### src/rtl/store_buffer.sv
// Posted-write store buffer between the MEM-stage byte-lane formatter and the dcache write port.
// FIFO of word-aligned stores drained by req/ack; flags loads that hit a buffered word.
module store_buffer #(
  parameter int DEPTH  = 4,
  parameter int ADDR_W = 32
) (
  input  logic              clk,
  input  logic              rst_n,
  input  logic              st_valid,
  input  logic [ADDR_W-1:0] st_addr,
  input  logic [3:0]        st_we,
  input  logic [31:0]       st_data,
  output logic              st_ready,
  input  logic              ld_valid,
  input  logic [ADDR_W-1:0] ld_addr,
  output logic              ld_hazard,
  input  logic              fence,
  output logic              empty,
  output logic              mem_req,
  output logic [ADDR_W-1:0] mem_addr,
  output logic [3:0]        mem_we,
  output logic [31:0]       mem_wdata,
  input  logic              mem_ack
);

  localparam int PW = $clog2(DEPTH);
  localparam int WA = ADDR_W - 2;

  typedef struct packed {
    logic [WA-1:0] waddr;
    logic [3:0]    we;
    logic [31:0]   data;
  } sb_entry_t;

  typedef enum logic {RUN, DRAIN} state_t;

  sb_entry_t     ent_q [DEPTH];
  logic [PW-1:0] wr_ptr_q, rd_ptr_q;
  logic [PW:0]   count_q, count_d;
  state_t        state_q, state_d;
  logic          push, pop;
  sb_entry_t     head;
  logic [DEPTH-1:0] hit;

  assign empty    = (count_q == '0);
  assign mem_req  = ~empty;
  assign st_ready = (state_q == RUN) && (count_q < (PW+1)'(DEPTH)) && ~fence;
  assign push     = st_valid && (st_we != 4'b0000) && st_ready;
  assign pop      = mem_req && mem_ack;

  // Head fields are forced to zero while empty so the dcache never sees stale data.
  assign head      = ent_q[rd_ptr_q];
  assign mem_addr  = empty ? '0 : {head.waddr, 2'b00};
  assign mem_we    = empty ? '0 : head.we;
  assign mem_wdata = empty ? '0 : head.data;

  always_comb begin
    count_d = count_q;
    case ({push, pop})
      2'b10:   count_d = count_q + 1'b1;
      2'b01:   count_d = count_q - 1'b1;
      default: count_d = count_q;
    endcase
  end

  // Reaching empty always returns to RUN; that takes precedence over a fence entering DRAIN.
  always_comb begin
    state_d = state_q;
    if (count_d == '0)               state_d = RUN;
    else if (fence && !empty)        state_d = DRAIN;
  end

  always_ff @(posedge clk or negedge rst_n) begin
    if (!rst_n) begin
      wr_ptr_q <= '0;
      rd_ptr_q <= '0;
      count_q  <= '0;
      state_q  <= RUN;
    end else begin
      if (push) wr_ptr_q <= wr_ptr_q + 1'b1;
      if (pop)  rd_ptr_q <= rd_ptr_q + 1'b1;
      count_q <= count_d;
      state_q <= state_d;
    end
  end

  always_ff @(posedge clk) begin
    if (push) ent_q[wr_ptr_q] <= '{waddr: st_addr[ADDR_W-1:2], we: st_we, data: st_data};
  end

  // An entry is live when its distance from the head is below the occupancy.
  for (genvar i = 0; i < DEPTH; i++) begin : g_cmp
    logic [PW-1:0] off;
    assign off    = PW'(i) - rd_ptr_q;
    assign hit[i] = ({1'b0, off} < count_q) && (ent_q[i].waddr == ld_addr[ADDR_W-1:2]);
  end

  assign ld_hazard = ld_valid && (|hit);

endmodule

### config.mk
export PLATFORM = sky130hd
export DESIGN_NAME = store_buffer
export DESIGN_NICKNAME = d
export VERILOG_FILES = /design/src/rtl/store_buffer.sv
export SDC_FILE = /design/constraint.sdc
export NUM_CORES = 1
export LEC_CHECK = 0
export ABC_AREA = 1
export BUFFER_PORTS_ARGS = -buffer_cell sky130_fd_sc_hd__clkbuf_2
export CORE_MARGIN = 2
export CORE_UTILIZATION = 55
export DETAILED_ROUTE_END_ITERATION = 16
export PLACE_DENSITY = 0.86
export SLEW_MARGIN = 5
export SYNTH_ARGS = -nofsm -noshare
export SYNTH_HDL_FRONTEND = slang
export SYNTH_SLANG_ARGS = --single-unit
### constraint.sdc
create_clock -name clk -period 8.6 [get_ports clk]
set_input_delay 0.43 -clock clk [delete_from_list [all_inputs] [get_ports clk]]
set_output_delay 0.43 -clock clk [all_outputs]
set_load 0.02 [all_outputs]
Word-level counts from Yosys, hierarchy flattened
Memory sizes are Yosys's and may differ from the RTL's.
Cells that the tools add are included.
{"block": "op_classes", "addsub": 8, "magnitude_cmp": 5, "eq_ne": 6, "n_mux": 8, "bitwise_logic": 3, "reduce_logical": 17}
{"op": "$eq 30x30->1", "count": 4}
{"op": "$mux 32", "count": 2}
{"op": "$lt 2x3->1", "count": 4}
{"op": "$logic_and 1x1->1", "count": 11}
{"op": "$logic_not 3->1", "count": 2}
{"op": "$pmux 3 s2", "count": 1}
{"op": "$add 2x1->2 const B", "count": 2}
{"op": "$mux 1", "count": 4}
{"op": "$mux 4", "count": 1}
{"op": "$reduce_bool 4->1", "count": 1}
{"op": "$reduce_or 4->1", "count": 1}
{"op": "$sub 1x2->2 const A", "count": 2}
{"op": "$sub 2x2->2 const A", "count": 2}
{"op": "$add 3x1->3 const B", "count": 1}
{"op": "$lt 3x3->1 const B", "count": 1}
{"op": "$not 1->1", "count": 3}
{"op": "$sub 3x1->3 const B", "count": 1}
{"op": "$eq 2x1->1 const B", "count": 1}
{"op": "$eq 2x2->1 const B", "count": 1}
{"op": "$reduce_bool 2->1", "count": 1}
{"op": "$logic_not 1->1", "count": 1}
{"block": "word_totals", "register_bits": 8, "ram_bits": 264, "input_bits": 106, "output_inout_bits": 72, "memories": 1}
{"name": "ent_q", "depth": 4, "width": 66, "read_ports": 5, "rd_clocked_by_memory_dff": 0, "write_ports": 1, "line": "37", "rtl": "sb_entry_t ent_q [DEPTH];"}

Logic depth before layout (Yosys ltp)
{"block": "depth", "word_depth": 8, "ltp_mapped": 16, "ltp_nobuf": 14}

Least setup slack after synthesis
No wires, ideal clock.
{"block": "synth_path", "kind": "register to register", "start": "reg count_q[2]", "end": "mem ent_q[0][0] in the netlist's numbering (enable)", "setup_ps": 491, "t_arrival_ps": 4079, "t_required_ps": 8109, "setup_slack_ps": 4030, "stages_incl_launch_ff": 4, "path_buffers": 0, "synth_period_minus_slack_ps": 4570, "cell_sequence": "dfrtp_1 nor3_1 nand3_2 nor2_1"}
{"block": "synth_between", "elab_chain_len": 6}
{"item": "from (decl)", "line": "39", "rtl": "logic [PW:0] count_q, count_d;"}
{"item": "from (signal assigned)", "line": "82", "rtl": "count_q <= count_d;"}
{"item": "$lt 3x3->1", "line": "47", "rtl": "assign st_ready = (state_q == RUN) && (count_q < (PW+1)'(DEPTH)) && ~fence;"}
{"item": "$logic_and 1x1->1 (2 in series)", "line": "47"}
{"item": "net st_ready", "line": "13", "rtl": "output logic st_ready,"}
{"item": "$logic_and 1x1->1", "line": "48", "rtl": "assign push = st_valid && (st_we != 4'b0000) && st_ready;"}
{"item": "$mux 1", "line": "88", "rtl": "if (push) ent_q[wr_ptr_q] <= '{waddr: st_addr[ADDR_W-1:2], we: st_we, data: st_data};"}
{"item": "$mux 1 (not written as such)", "line": "88"}
{"item": "to (decl)", "line": "37"}
The timed path passes the listed nets, and every way through them passes these cells.

Worst setup path in the final report
{"block": "layout_path", "start": "reg rd_ptr_q[0]", "end": "out ld_hazard"}
{"block": "layout_between", "elab_chain_len": 5, "word_cells_on_any_way": 14}
{"item": "from (decl)", "line": "38", "rtl": "logic [PW-1:0] wr_ptr_q, rd_ptr_q;"}
{"item": "from (signal assigned)", "line": "81", "rtl": "if (pop) rd_ptr_q <= rd_ptr_q + 1'b1;"}
{"item": "$sub 1x2->2 or $sub 2x2->2 (tied branches)", "line": "94", "rtl": "assign off = PW'(i) - rd_ptr_q;"}
{"item": "$lt 2x3->1", "line": "95", "rtl": "assign hit[i] = ({1'b0, off} < count_q) && (ent_q[i].waddr == ld_addr[ADDR_W-1:2]);"}
{"item": "$logic_and 1x1->1", "line": "95"}
{"item": "$reduce_or 4->1 *", "line": "98", "rtl": "assign ld_hazard = ld_valid && (|hit);"}
{"item": "$logic_and 1x1->1 *", "line": "98"}
{"item": "to (decl)", "line": "16", "rtl": "output logic ld_hazard,"}
Mark *: on every way between the ends. The rest lies on a longest branch, timed or not.

==> flow_summary.ini <==
[yosys]
yosysWarnings = 0
synth.area.mux_share_pct = 0
yosys.cell_types.count = 31
yosys.area_share.simple_pct = 10.7
synth_area_sq_um = 11900
synth_seq_cells = 272
seq_area_frac_synth_pct = 68.3
syn_inst = 939
synth-xor-area-share_pct = 7.95
synth_fa_ha_area_share_pct = 1.11
synth_area_per_cell_sq_um = 12.7
synth_top_family_by_area = simple AND/OR/NAND/NOR gates
synth_compound_area_share_pct = 8.01

[drt]
drc = 0
post_drt_via_cell_ratio = 5.72
drtIter0Drc = 505
antenna_left = 0
wl_mm = 27.2
routedWlPerCell_um = 19.6
firstDrtPassIters = 5
vias = 7936

[setup_path]
cpPeakStageDelay_ps = 710
critPathBufInv = 5
cp_slowest_cell = buf_4
cp-start-kind = flip-flop
r2r_slack_ps = 5350
r2r_start = count_q[0]$_DFF_PN0_
crit_path_cell_trace = buf_4 > inv_1 > nor2_4 > buf_4 > nor2_1 > inv_1 > ha_1 > nand2_1 > nand2_1 > nand2_1 > nand3_1 > nor2_1 > nand3_1 > nand2_1 > nor2_1 > nor2_1 > clkbuf_2
crit_path_max_fanout = 67
worstSetupPathType = reg2out
crit_arrival_ps = 4090
path_delay_family = buffers and inverters
end_kind = primary output
cp.required_ps = 8170
reg2regPathDepth = 12
r2r-end = state_q$_DFFE_PN0P_

[placement]
globalplace.congestion = 0.826
dp.cells = 1336
numPortBuffers = 171
place_worst_setup_slack_ps = 4630
dp_hpwl_mm = 16.0

[pwr]
p_total_mw = 4.25
leakagePower_nw = 5.00
powerDensity_nw_per_um2 = 307
peakVddDrop_mv = 0.282

[die]
coreArea_sq_um = 21200
die_area_sq_um = 22800
initial_utilization_pct = 56.3
std_cell_rows = 53
die_y_um = 151
io_pins = 178
die_w_um = 151

[grt]
grt_pass1_vias = 8051
overflow = 0
track_usage_pct = 23.8
grt_max_degree = 69
antenna_found_initial = 2
grt_pass1_wl_mm = 40.7

[timing]
fin_worst_skew_ps = 7.18
tns_ps = 0
slew_violations = 0
hold_viol = 0
rsz0062_at_grt = false
timing.final.crit_share_pct = 52.5
setup_viol = 0
maxSlewHeadroom_pct = 31.6
post-route-min-period_ps = 4520
fmax_ghz = 0.221
worst_pin_slew_ps = 1030
setup_slack_ps = 4080

[cts]
cts_tree = done
clock_latency_ps = 520
path_clk_slew_ps = 60
numClockSinks = 272
cts-root-buf = clkbuf_16
clk_path_buf_depth = 3
cts_buffers = 28
htree_levels = 1

[cells_and_area]
layout-drive-gt1-share_pct = 21.0
num_antenna_cells = 0
final_common_cell = edfxtp_1
area_growth_syn_to_layout_pct = 16.1
layout_common_cells = edfxtp_1 (264), clkbuf_2 (171), nand2_1 (138)
final_cells = 1387
nets = 1208
fillers = 1516

[hold_path]
whs_path_depth = 1
hold_start = st_data[14]
hp-class = in2reg
whs_endpoint = ent_q[2][14]$_DFFE_PP_

[status]
outcome = finished, final reports clean

[flow_run]
maxCapViolCount = 0
final cells by class:
cell class / instances / area (sq um) / area share, %
clock inverters: 18 / 133 / 0.959
multi-input cells: 561 / 3360 / 24.3
clock buffers: 32 / 737 / 5.33
flip-flops and latches: 272 / 8130 / 58.8
well taps: 275 / 344 / 2.49
inverters: 47 / 176 / 1.28
repair buffers: 182 / 941 / 6.81
cells by family (layout without fill, tap and decap cells):
kind of cell | after synthesis | after routing
flops | 272 | 272
other cells | 1 | 2
fa+ha+maj | 10 | 10
simple gates | 301 | 301
compound gates | 140 | 140
xor+xnor | 108 | 108
buf+inv | 107 | 279
report_power, final:
| group | internal, mW | leakage [nW] | switching (mW) |
|---|---|---|---|
| combinational | 0.456 | 2.11 | 1.12 |
| sequential | 1.51 | 2.47 | 0.0331 |
| clock | 0.667 | 0.429 | 0.455 |
| total | 2.64 | 5.00 | 1.61 |
repair_timing:
action	CTS	global route
setup buffers	0	0
gates resized for setup	0	0
hold buffers	1	0
endpoints found under the hold margin	8	0
synthesized netlist by cell type:
| cell | count | area [sq um] |
|---|---|---|
| or2_2 | 1 | 6.26 |
| nor2_2 | 3 | 18.8 |
| a31oi_1 | 59 | 369 |
| a22oi_1 | 59 | 443 |
| edfxtp_1 | 264 | 7930 |
| xnor2_1 | 63 | 552 |
| dfrtp_1 | 8 | 200 |
| o21ai_0 | 8 | 40.0 |
| buf_1 | 1 | 3.75 |
| nor2_1 | 70 | 263 |
| ha_1 | 9 | 113 |
| nor3_1 | 6 | 30.0 |
| xor2_1 | 45 | 394 |
| o22ai_1 | 1 | 6.26 |
| inv_2 | 2 | 7.51 |
| buf_4 | 12 | 90.1 |
| a21oi_1 | 3 | 15.0 |
| buf_2 | 13 | 65.1 |
| nand3_1 | 73 | 365 |
| o21ai_1 | 2 | 10.0 |
| nand2_1 | 138 | 518 |
| conb_1 | 1 | 3.75 |
| clkbuf_2 | 5 | 25.0 |
| clkbuf_1 | 29 | 109 |
| nor3_2 | 1 | 10.0 |
| inv_1 | 45 | 169 |
| fa_1 | 1 | 20.0 |
| nand3_2 | 1 | 10.0 |
| nand4_1 | 7 | 43.8 |
| or4_1 | 1 | 7.51 |
| a221oi_1 | 8 | 70.1 |
worst register-to-register path, delay by kind of cell (launching register included):
| kind | cells | cell delay (ps) |
|---|---|---|
| AOI/OAI and AO/OA | 1 | 250 |
| adders and majority gates | 2 | 580 |
| buffers and inverters | 5 | 1140 |
| DFF | 1 | 460 |
| and+or+nand+nor | 4 | 760 |
per-stage QoR:
stage / instance area [sq um] / hold slack, ps / util (%)
after CTS: 13800 / 99.4 / 65.4
after detailed placement: 12900 / 285 / 61.2
final: 13800 / 121 / 65.4
after global routing: 13800 / 105 / 65.4
after global placement: 12900 / 282 / 61.2
after floorplan: 11900 / 134 / -
routing by layer:
metal	GRT usage (%)	vias up	wire length (um)
met5	0	-	13
met1	28.5	3818	10300
met2	41.8	350	13600
met3	5.45	72	2480
met4	9.58	2	839
li1	-	3694	-
state kept, by name, summed over array words and instances (netlist names):
register / count
state_q: 1
rd_ptr_q: 2
ent_q: 264
count_q: 3
wr_ptr_q: 2
how the worst max path moves through the flow:
| stage | from | to | slack, ps | cells after the start |
|---|---|---|---|---|
| global route | rd_ptr_q[0]$_DFFE_PN0P_ | ld_hazard | 3780 | 14 |
| global placement | rd_ptr_q[0]$_DFFE_PN0P_ | ld_hazard | 4670 | 14 |
| finish | rd_ptr_q[0]$_DFFE_PN0P_ | ld_hazard | 4080 | 17 |
| detailed placement | rd_ptr_q[0]$_DFFE_PN0P_ | ld_hazard | 4630 | 14 |
| CTS | rd_ptr_q[0]$_DFFE_PN0P_ | ld_hazard | 4040 | 14 |
| floorplan | count_q[2]$_DFF_PN0_ | ent_q[0][0]$_DFFE_PP_ | 4030 | 3 |
Power figures use the tool's default switching activity.
